$ cat src/rtl/mac_operand_loader_if.sv
// Block-control, memory-read and MAC-operand signals of the operand loader.
// The master modport is the loader's view; slave is the surrounding system's view.
interface mac_operand_loader_if #(
    parameter int DATA_WIDTH = 32,
    parameter int ADDR_WIDTH = 16
);
    logic                  ap_start;
    logic                  ap_done;
    logic                  ap_idle;
    logic                  ap_ready;
    logic [ADDR_WIDTH-1:0] base_addr;
    logic [ADDR_WIDTH-1:0] count;
    logic [ADDR_WIDTH-1:0] mem_addr;
    logic                  mem_rd_en;
    logic [DATA_WIDTH-1:0] mem_rd_data;
    logic [DATA_WIDTH-1:0] mac_a;
    logic [DATA_WIDTH-1:0] mac_b;
    logic [DATA_WIDTH-1:0] mac_c;
    logic                  mac_start;
    logic                  mac_done;
    logic [ADDR_WIDTH-1:0] triple_idx;

    modport master (
        input  ap_start, base_addr, count, mem_rd_data, mac_done,
        output ap_done, ap_idle, ap_ready, mem_addr, mem_rd_en,
               mac_a, mac_b, mac_c, mac_start, triple_idx
    );

    modport slave (
        output ap_start, base_addr, count, mem_rd_data, mac_done,
        input  ap_done, ap_idle, ap_ready, mem_addr, mem_rd_en,
               mac_a, mac_b, mac_c, mac_start, triple_idx
    );
endinterface

$ cat src/rtl/mac_operand_loader.sv
// Fetches count (a,b,c) triples from a 1-cycle read memory and issues each to the MAC; 5 cycles per triple
// plus MAC latency. Backpressure is the MAC's done: the next fetch waits for it; all outputs are registered.
module mac_operand_loader #(
    parameter int DATA_WIDTH = 32,
    parameter int ADDR_WIDTH = 16
) (
    input  logic                 ap_clk,
    input  logic                 ap_rst_n,
    mac_operand_loader_if.master bus
);
    typedef enum logic [2:0] {
        IDLE, RD_A, RD_B, RD_C, CAP_C, ISSUE, WAIT, DONE
    } state_t;

    state_t                state_q;
    logic [ADDR_WIDTH-1:0] ptr_q;
    logic [ADDR_WIDTH-1:0] count_q;
    logic [ADDR_WIDTH-1:0] idx_q;
    logic [ADDR_WIDTH-1:0] mem_addr_q;
    logic                  mem_rd_en_q;
    logic [DATA_WIDTH-1:0] mac_a_q;
    logic [DATA_WIDTH-1:0] mac_b_q;
    logic [DATA_WIDTH-1:0] mac_c_q;
    logic                  mac_start_q;
    logic                  ap_done_q;
    logic                  ap_idle_q;

    always_ff @(posedge ap_clk or negedge ap_rst_n) begin
        if (!ap_rst_n) begin
            state_q     <= IDLE;
            ptr_q       <= '0;
            count_q     <= '0;
            idx_q       <= '0;
            mem_addr_q  <= '0;
            mem_rd_en_q <= 1'b0;
            mac_a_q     <= '0;
            mac_b_q     <= '0;
            mac_c_q     <= '0;
            mac_start_q <= 1'b0;
            ap_done_q   <= 1'b0;
            ap_idle_q   <= 1'b1;
        end else begin
            case (state_q)
                IDLE: begin
                    if (bus.ap_start) begin
                        ptr_q     <= bus.base_addr;
                        count_q   <= bus.count;
                        idx_q     <= '0;
                        ap_idle_q <= 1'b0;
                        if (bus.count == '0) begin
                            state_q   <= DONE;
                            ap_done_q <= 1'b1;
                        end else begin
                            state_q     <= RD_A;
                            mem_rd_en_q <= 1'b1;
                            mem_addr_q  <= bus.base_addr;
                        end
                    end
                end
                RD_A: begin
                    state_q    <= RD_B;
                    mem_addr_q <= ptr_q + ADDR_WIDTH'(1);
                end
                // Read data lags the address by one cycle, so each capture trails its read state.
                RD_B: begin
                    state_q    <= RD_C;
                    mac_a_q    <= bus.mem_rd_data;
                    mem_addr_q <= ptr_q + ADDR_WIDTH'(2);
                end
                RD_C: begin
                    state_q     <= CAP_C;
                    mac_b_q     <= bus.mem_rd_data;
                    mem_rd_en_q <= 1'b0;
                end
                CAP_C: begin
                    state_q     <= ISSUE;
                    mac_c_q     <= bus.mem_rd_data;
                    mac_start_q <= 1'b1;
                end
                ISSUE: begin
                    state_q     <= WAIT;
                    mac_start_q <= 1'b0;
                end
                WAIT: begin
                    if (bus.mac_done) begin
                        if (idx_q == count_q - ADDR_WIDTH'(1)) begin
                            state_q   <= DONE;
                            ap_done_q <= 1'b1;
                        end else begin
                            state_q     <= RD_A;
                            idx_q       <= idx_q + ADDR_WIDTH'(1);
                            ptr_q       <= ptr_q + ADDR_WIDTH'(3);
                            mem_rd_en_q <= 1'b1;
                            mem_addr_q  <= ptr_q + ADDR_WIDTH'(3);
                        end
                    end
                end
                DONE: begin
                    state_q   <= IDLE;
                    ap_done_q <= 1'b0;
                    ap_idle_q <= 1'b1;
                end
                default: begin
                    state_q     <= IDLE;
                    mem_rd_en_q <= 1'b0;
                    mac_start_q <= 1'b0;
                    ap_done_q   <= 1'b0;
                    ap_idle_q   <= 1'b1;
                end
            endcase
        end
    end

    assign bus.ap_done    = ap_done_q;
    assign bus.ap_idle    = ap_idle_q;
    assign bus.ap_ready   = ap_idle_q;
    assign bus.mem_addr   = mem_addr_q;
    assign bus.mem_rd_en  = mem_rd_en_q;
    assign bus.mac_a      = mac_a_q;
    assign bus.mac_b      = mac_b_q;
    assign bus.mac_c      = mac_c_q;
    assign bus.mac_start  = mac_start_q;
    assign bus.triple_idx = idx_q;
endmodule

$ cat src/flat_wrapper.sv
// flat-port wrapper written by rule: the top's interface ports become plain ports
module mac_operand_loader_flat 
#(
    parameter int DATA_WIDTH = 32,
    parameter int ADDR_WIDTH = 16
)
  (ap_clk, ap_rst_n, bus_ap_start, bus_base_addr, bus_count, bus_mem_rd_data, bus_mac_done, bus_ap_done, bus_ap_idle, bus_ap_ready, bus_mem_addr, bus_mem_rd_en, bus_mac_a, bus_mac_b, bus_mac_c, bus_mac_start, bus_triple_idx);
  mac_operand_loader_if #(.DATA_WIDTH(DATA_WIDTH), .ADDR_WIDTH(ADDR_WIDTH)) bus_i ();
  input  logic ap_clk;
  input  logic ap_rst_n;
  input wire logic [$bits(bus_i.ap_start)-1:0] bus_ap_start;
  input wire logic [$bits(bus_i.base_addr)-1:0] bus_base_addr;
  input wire logic [$bits(bus_i.count)-1:0] bus_count;
  input wire logic [$bits(bus_i.mem_rd_data)-1:0] bus_mem_rd_data;
  input wire logic [$bits(bus_i.mac_done)-1:0] bus_mac_done;
  output wire logic [$bits(bus_i.ap_done)-1:0] bus_ap_done;
  output wire logic [$bits(bus_i.ap_idle)-1:0] bus_ap_idle;
  output wire logic [$bits(bus_i.ap_ready)-1:0] bus_ap_ready;
  output wire logic [$bits(bus_i.mem_addr)-1:0] bus_mem_addr;
  output wire logic [$bits(bus_i.mem_rd_en)-1:0] bus_mem_rd_en;
  output wire logic [$bits(bus_i.mac_a)-1:0] bus_mac_a;
  output wire logic [$bits(bus_i.mac_b)-1:0] bus_mac_b;
  output wire logic [$bits(bus_i.mac_c)-1:0] bus_mac_c;
  output wire logic [$bits(bus_i.mac_start)-1:0] bus_mac_start;
  output wire logic [$bits(bus_i.triple_idx)-1:0] bus_triple_idx;
  assign bus_i.ap_start = bus_ap_start;
  assign bus_i.base_addr = bus_base_addr;
  assign bus_i.count = bus_count;
  assign bus_i.mem_rd_data = bus_mem_rd_data;
  assign bus_i.mac_done = bus_mac_done;
  assign bus_ap_done = bus_i.ap_done;
  assign bus_ap_idle = bus_i.ap_idle;
  assign bus_ap_ready = bus_i.ap_ready;
  assign bus_mem_addr = bus_i.mem_addr;
  assign bus_mem_rd_en = bus_i.mem_rd_en;
  assign bus_mac_a = bus_i.mac_a;
  assign bus_mac_b = bus_i.mac_b;
  assign bus_mac_c = bus_i.mac_c;
  assign bus_mac_start = bus_i.mac_start;
  assign bus_triple_idx = bus_i.triple_idx;
  mac_operand_loader #(.DATA_WIDTH(DATA_WIDTH), .ADDR_WIDTH(ADDR_WIDTH)) u_core (.ap_clk(ap_clk), .ap_rst_n(ap_rst_n), .bus(bus_i));
endmodule
$ cat config.mk
export PLATFORM = sky130hd
export DESIGN_NAME = mac_operand_loader_flat
export DESIGN_NICKNAME = d
export VERILOG_FILES = /design/src/rtl/mac_operand_loader_if.sv /design/src/rtl/mac_operand_loader.sv /design/src/flat_wrapper.sv
export SDC_FILE = /design/constraint.sdc
export NUM_CORES = 1
export LEC_CHECK = 0
export CAP_MARGIN = 20
export CORE_MARGIN = 2
export CORE_UTILIZATION = 35
export CTS_CLUSTER_DIAMETER = 200
export DETAILED_ROUTE_END_ITERATION = 8
export HOLD_SLACK_MARGIN = 0.05
export PLACE_DENSITY = 0.67
export SETUP_SLACK_MARGIN = 0.3
export SKIP_CTS_REPAIR_TIMING = 1
export SYNTH_ARGS = -nofsm -noshare
export SYNTH_HDL_FRONTEND = slang
export SYNTH_SLANG_ARGS = --single-unit
$ cat constraint.sdc
create_clock -name ap_clk -period 3.5 [get_ports ap_clk]
set_input_delay 0.7 -clock ap_clk [delete_from_list [all_inputs] [get_ports ap_clk]]
set_output_delay 0.7 -clock ap_clk [all_outputs]
set_load 0.05 [all_outputs]
Yosys cells after proc, flatten, opt, wreduce, memory -nomap -nowiden. Index checks and enable logic that the tools add are counted.

Muxes and demuxes: 29. $add $sub $neg: 5. Magnitude comparators: 0. Bitwise operators: 0. Reduce and logical (&&, ||, !) cells: 15. Equality and inequality tests: 14. Shifts and indexed selects: 0. Multiply operators: 0. Divide/modulo/power cells: 0.

Operator list (count): $mux W16 (8); $pmux W16 S2 (2); $pmux W16 S4 (1); $add A16 B1 Y16 const B (2); $add A16 B2 Y16 const B (2); $pmux W3 S8 (1); $eq A16 B16 Y1 (1); $logic_not A16 Y1 (1); $sub A16 B1 Y16 const B (1); $reduce_and A5 Y1 (3); $eq A3 B3 Y1 const B (4); $mux W3 (4); $mux W1 (9); $ne A2 B2 Y1 const B (4); $eq A3 B2 Y1 const B (2); $pmux W1 S3 (2); $reduce_and A2 Y1 (3); $reduce_bool A2 Y1 (3); $reduce_bool A3 Y1 (2); $ne A2 B1 Y1 const B (2); $pmux W1 S2 (2); $reduce_and A4 Y1 (1); $reduce_bool A4 Y1 (1); $eq A3 B1 Y1 const B (1); $logic_not A3 Y1 (1).

Bits of input ports: 68. Bits in latches: 0. Bits in writable memories: 0. Word-level logic and storage cells: 75. Memory bits (read-only): 0. Output and inout port bits: 133. Memories: 0. Bits in registers: 167.

Logic depth before layout (Yosys ltp).
Depth after elaboration: 5. Depth in mapped cells: 12. Gate-level depth less buffers: 10.

Least setup slack after synthesis. No wires, ideal clock.

Kind: register -> register. From: reg u_core.count_q[0]. To: reg u_core.mem_addr_q[0], in the netlist u_core.bus.mem_addr[0]. Setup time: 0.125 ns. Path slack: 0.445 ns. Arrival time: 2.930 ns. Clock period less this slack: 3.055 ns. Stages on the path, launching flop included: 13. Path buffers: 2. Data required time: 3.375 ns. Cell sequence: dfrtp_1 inv_1 ha_1 or4b_1 buf_2 nor4_1 xnor2_1 nand4_2 nand2b_2 o21ai_2 a221oi_4 buf_8 mux2_4.

Cells in the longest elaborated chain, start to end: 4.

Ends and longest elaborated chain: start: declaration (line mac_operand_loader.sv:17) `logic [ADDR_WIDTH-1:0] count_q;`; start signal: assignment (line mac_operand_loader.sv:47) `count_q <= bus.count;`; $sub A16 B1 Y16 (line mac_operand_loader.sv:86) `if (idx_q == count_q - ADDR_WIDTH'(1)) begin`; $eq A16 B16 Y1 (line mac_operand_loader.sv:86); $ne A2 B2 Y1 (no source line); $reduce_and A5 Y1 (no source line); end signal: assignment (line mac_operand_loader.sv:62) `mem_addr_q <= ptr_q + ADDR_WIDTH'(1);`; end signal: assignment (line mac_operand_loader.sv:68) `mem_addr_q <= ptr_q + ADDR_WIDTH'(2);`; end signal: assignment (line mac_operand_loader.sv:94) `mem_addr_q <= ptr_q + ADDR_WIDTH'(3);`; end: declaration (line mac_operand_loader.sv:19) `logic [ADDR_WIDTH-1:0] mem_addr_q;`.

No other way between the ends. A chain may end at the register's enable or synchronous reset.

Worst setup path after layout.
From: reg u_core.count_q[0]. To: reg u_core.mem_rd_en_q, in the netlist u_core.bus.mem_rd_en.

Cells in the longest elaborated chain, start to end: 4.

Ends and longest elaborated chain: $sub A16 B1 Y16 (line mac_operand_loader.sv:86); $eq A16 B16 Y1 (line mac_operand_loader.sv:86); $ne A2 B2 Y1 (no source line); $reduce_and A5 Y1 (no source line); end signal: assignment (line mac_operand_loader.sv:73) `mem_rd_en_q <= 1'b0;`; end signal: assignment (line mac_operand_loader.sv:93) `mem_rd_en_q <= 1'b1;`; end signal: assignment (line mac_operand_loader.sv:105) `mem_rd_en_q <= 1'b0;`; end: declaration (line mac_operand_loader.sv:20) `logic mem_rd_en_q;`.

No other way between the ends.

==> results.py <==
metrics = {
    "clocking": {
        "clk_latency_ns": 0.44,
        "clock_sinks": 167,
        "clock_tree.root_cell": "clkbuf_16",
        "htreeDepth": 4,
        "cts_buffers": 17,
        "cts-root-to-sink-buffers": 2,
        "cts_tree": "yes",
        "path_clk_slew_ns": 0.08,
    },
    "global_route": {
        "grt_antenna_before_repair": 0,
        "grt_start_max_net_pins": 77,
        "grt_pass1_vias": 7270,
        "global_route.usage.total_pct": 19.05,
        "first_pass_grt_wire_length_um": 39320,
        "globalRouteOverflowTotal": 0,
    },
    "floorplan": {
        "fp.coreArea_um2": 24180,
        "floorplan.io_pins": 201,
        "fp.dieArea_um2": 25740,
        "fp.dieW_um": 160.5,
        "die-height_um": 160.5,
        "number_of_standard_cell_rows_in_the_floorplan": 57,
        "start_util_pct": 35.43,
    },
    "sta": {
        "layout_min_cycle_time_ns": 3.195,
        "slew_headroom_pct": 29.98,
        "rsz0062_at_grt": "true",
        "final_hold_viol_count": 0,
        "share_of_the_cycle_needed_by_the_critical_path_after_routing_pct": 91.29,
        "sum_neg_setup_slack_ns": 0,
        "finalMaxSlewViolations": 0,
        "clock-skew-final_ns": 0.01925,
        "final-setup-viol-count": 0,
        "worst_slew_pin_slew_ns": 1.046,
        "maxClockFrequency_ghz": 0.3130,
    },
    "synthesis": {
        "post_synth_fa_ha_maj_area_fraction_pct": 0.8763,
        "synthXorXnorAreaFrac_pct": 3.374,
        "ys_async_sr_fraction_pct": 100.0,
        "synth.largest_area_cell": "dfrtp_1",
        "synth-compound-area-share_pct": 12.76,
        "netlist-cell-type-count": 73,
        "dominant_combinational_cell_family_by_area_after_synthesis": "simple AND/OR/NAND/NOR gates",
        "synth.yosys.seq_area_share_pct": 48.80,
        "synthSimpleGateAreaFrac_pct": 19.29,
        "syn_inst": 883,
        "yosysMostFrequentCell": "nand2_1",
        "syn_area_per_cell_um2": 9.702,
        "synth_edf_count": 0,
        "postSynthNetCount": 957,
        "syn-cell-area_um2": 8567,
        "ys_top_cells_by_area": "dfrtp_1 (48%), mux2_2 (9.3%), nand2_1 (8.6%), a21oi_1 (3.3%), xnor2_1 (2.5%)",
        "synthMuxAreaShare_pct": 11.61,
        "postSynth.topFlopCell": "dfrtp_1",
        "ys_warn_count": 0,
        "synth-seq-cells": 167,
        "post_synth_most_frequent_cells": "nand2_1 (197), dfrtp_1 (166), mux2_2 (71)",
        "synth_top_area_share_pct": 48.49,
    },
    "worst_setup_path": {
        "crit_chain": "inv_2, ha_4, or4b_4, or3_4, o311ai_4, nand2_2, nor4_4, o21ai_4, buf_12, buf_6, o22a_1",
        "library_cell_contributing_the_largest_single_delay_on_the_critical_path": "or4b_4",
        "cell_class_contributing_the_biggest_share_of_worst_path_delay": "simple AND/OR/NAND/NOR gates",
        "critPathMaxFanout": 5,
        "element_type_at_the_critical_path_start": "flop",
        "worst_ep_required_time_ns": 3.81,
        "path_class": "reg2reg",
        "critical-path-max-stage-delay_ns": 0.50,
        "crit_arrival_ns": 3.51,
        "critical_path_depth": 11,
        "path_buf_inv": 3,
        "r2r.worst_path.cells": 11,
        "timing.critical_path.to_type": "flop",
    },
    "drt": {
        "route.detailed.drc": 0,
        "postRouteWirelength_um": 25230,
        "via_per_inst": 5.268,
        "postRouteAntennaNets": 0,
        "num_vias": 7480,
        "route.detailed.wl_per_inst_um": 17.77,
        "first_pass_iters": 5,
        "detailedRoute.firstIterationViolations": 526,
    },
    "cells_and_area": {
        "drive_gt1_share_pct": 17.34,
        "seqCellArea_um2": 4184,
        "post_synthesis_to_final_layout_area_growth_pct": 39.23,
        "fillers": 2226,
        "multi_input_area_um2": 4253,
        "final_cell_area_um2": 11930,
        "finalNetCount": 1157,
        "n_antenna_cell": 0,
    },
    "power": {
        "p_int_mw": 7.107,
        "switchingPower_mw": 6.936,
        "seqPwrFrac_pct": 25.7,
        "combinationalPowerShare_pct": 60.1,
        "leakage_dissipation_nw": 4.978,
        "switching_part_of_the_total_pct": 49.39,
        "vdd_ir_drop_max_mv": 0.6150,
        "pwr_density_cell_nw_per_um2": 1177,
        "clkPwrFrac_pct": 14.2,
    },
    "placement": {
        "finalWeightedCongestion": 0.8707,
        "place_area_um2": 10950,
        "hpwl_um": 16820,
        "portBuffers": 200,
    },
    "hold_path": {
        "holdCritPathClass": "in2async",
    },
    "run": {
        "drv.max_cap_violation_count": 0,
    },
    "run_status": {
        "status": "finished, final reports clean",
    },
}
cell families after synthesis:
group | Yosys count
flip-flops | 167
AND/OR/NAND/NOR | 354
AO/OA/AOI/OAI | 170
XOR/XNOR | 33
buffers and inverters | 67
adder cells (fa/ha/maj) | 6
multiplexers | 86
path summary, 6_finish.rpt:
path / startpoint / endpoint / slack (ns)
worst min register to register: u_core.bus.mac_a[24] / u_core.bus.mac_a[24] / 0.48
worst max register to register: u_core.count_q[0] / u_core.bus.mem_rd_en / 0.30
worst max-delay path: u_core.count_q[0] / u_core.bus.mem_rd_en / 0.30
min in group ap_clk: u_core.bus.mac_a[24] / u_core.bus.mac_a[24] / 0.48
worst min-delay path: ap_rst_n / u_core.bus.triple_idx[3] / 0.29
max in group asynchronous: ap_rst_n / u_core.bus.mac_b[4] / 2.35
area by class of cell:
cell class,count,area share (%)
repair buffers,236,20.19
clock buffers,17,3.567
well taps,324,3.399
multi-input cells,649,35.66
inverters,12,0.3776
flip-flops and latches,167,35.08
clock inverters,15,1.731
cells in the final DEF (no fill, tap or decap), types with 12 or more instances in the layout:
cell and n:
nor3_1 13, clkbuf_16 21, dfrtp_1 163, mux2_2 71, clkdlybuf4s50_1 199, and3_1 12, nand3_1 21, buf_4 24
nor2_1 40, xnor2_1 24, nand2_1 196, o21ai_0 37, a21oi_1 55
power groups by stage:
stage               registers [mW]  logic (mW)  clock network [mW]
floorplan                     5.79        3.21                   0
global placement              3.59        7.85                   0
detailed placement            3.61        7.92                   0
CTS                           3.59        7.94                2.04
global route                  3.76        8.98                2.11
finish                        3.61        8.44                1.99
state kept, by name, summed over array words and instances, names as in the netlist:
name	count
u_core.bus.ap_done	1
u_core.bus.ap_idle	1
u_core.bus.mac_a	32
u_core.bus.mac_b	32
u_core.bus.mac_c	32
u_core.bus.mac_start	1
u_core.bus.mem_addr	16
u_core.bus.mem_rd_en	1
u_core.bus.triple_idx	16
u_core.count_q	16
u_core.ptr_q	16
u_core.state_q	3
stage by stage:
step | setup WS (ns) | total power [mW] | utilization (%) | hold slack (ns) | cells
3_5_place_dp | 0.1795 | 11.53 | 45.29 | 0.4619 | 1373
6_report | 0.3049 | 14.04 | 49.34 | 0.2949 | 1420
4_1_cts | 0.1608 | 13.57 | 47.91 | 0.3185 | 1405
2_1_floorplan | 0.4450 | 8.996 | - | 0.4044 | 883
5_1_grt | 0.2327 | 14.85 | 49.34 | 0.3309 | 1420
3_3_place_gp | 0.2553 | 11.44 | 45.29 | 0.4579 | 1373
worst register-to-register path, cell delays in order, from the launching register on:
cell	delay (ns)
dfrtp_2	0.44
inv_2	0.08
ha_4	0.14
or4b_4	0.50
or3_4	0.36
o311ai_4	0.31
nand2_2	0.12
nor4_4	0.44
o21ai_4	0.18
buf_12	0.19
buf_6	0.11
o22a_1	0.20
per-layer routing:
layer,up-vias,wire length (um),GRT usage [%]
li1,3519,-,-
met1,3645,10560,24.69
met2,284,12020,30.53
met3,32,2222,6.870
met4,0,426,4.586
met5,-,0,0
(Power assumes the default switching activity.)
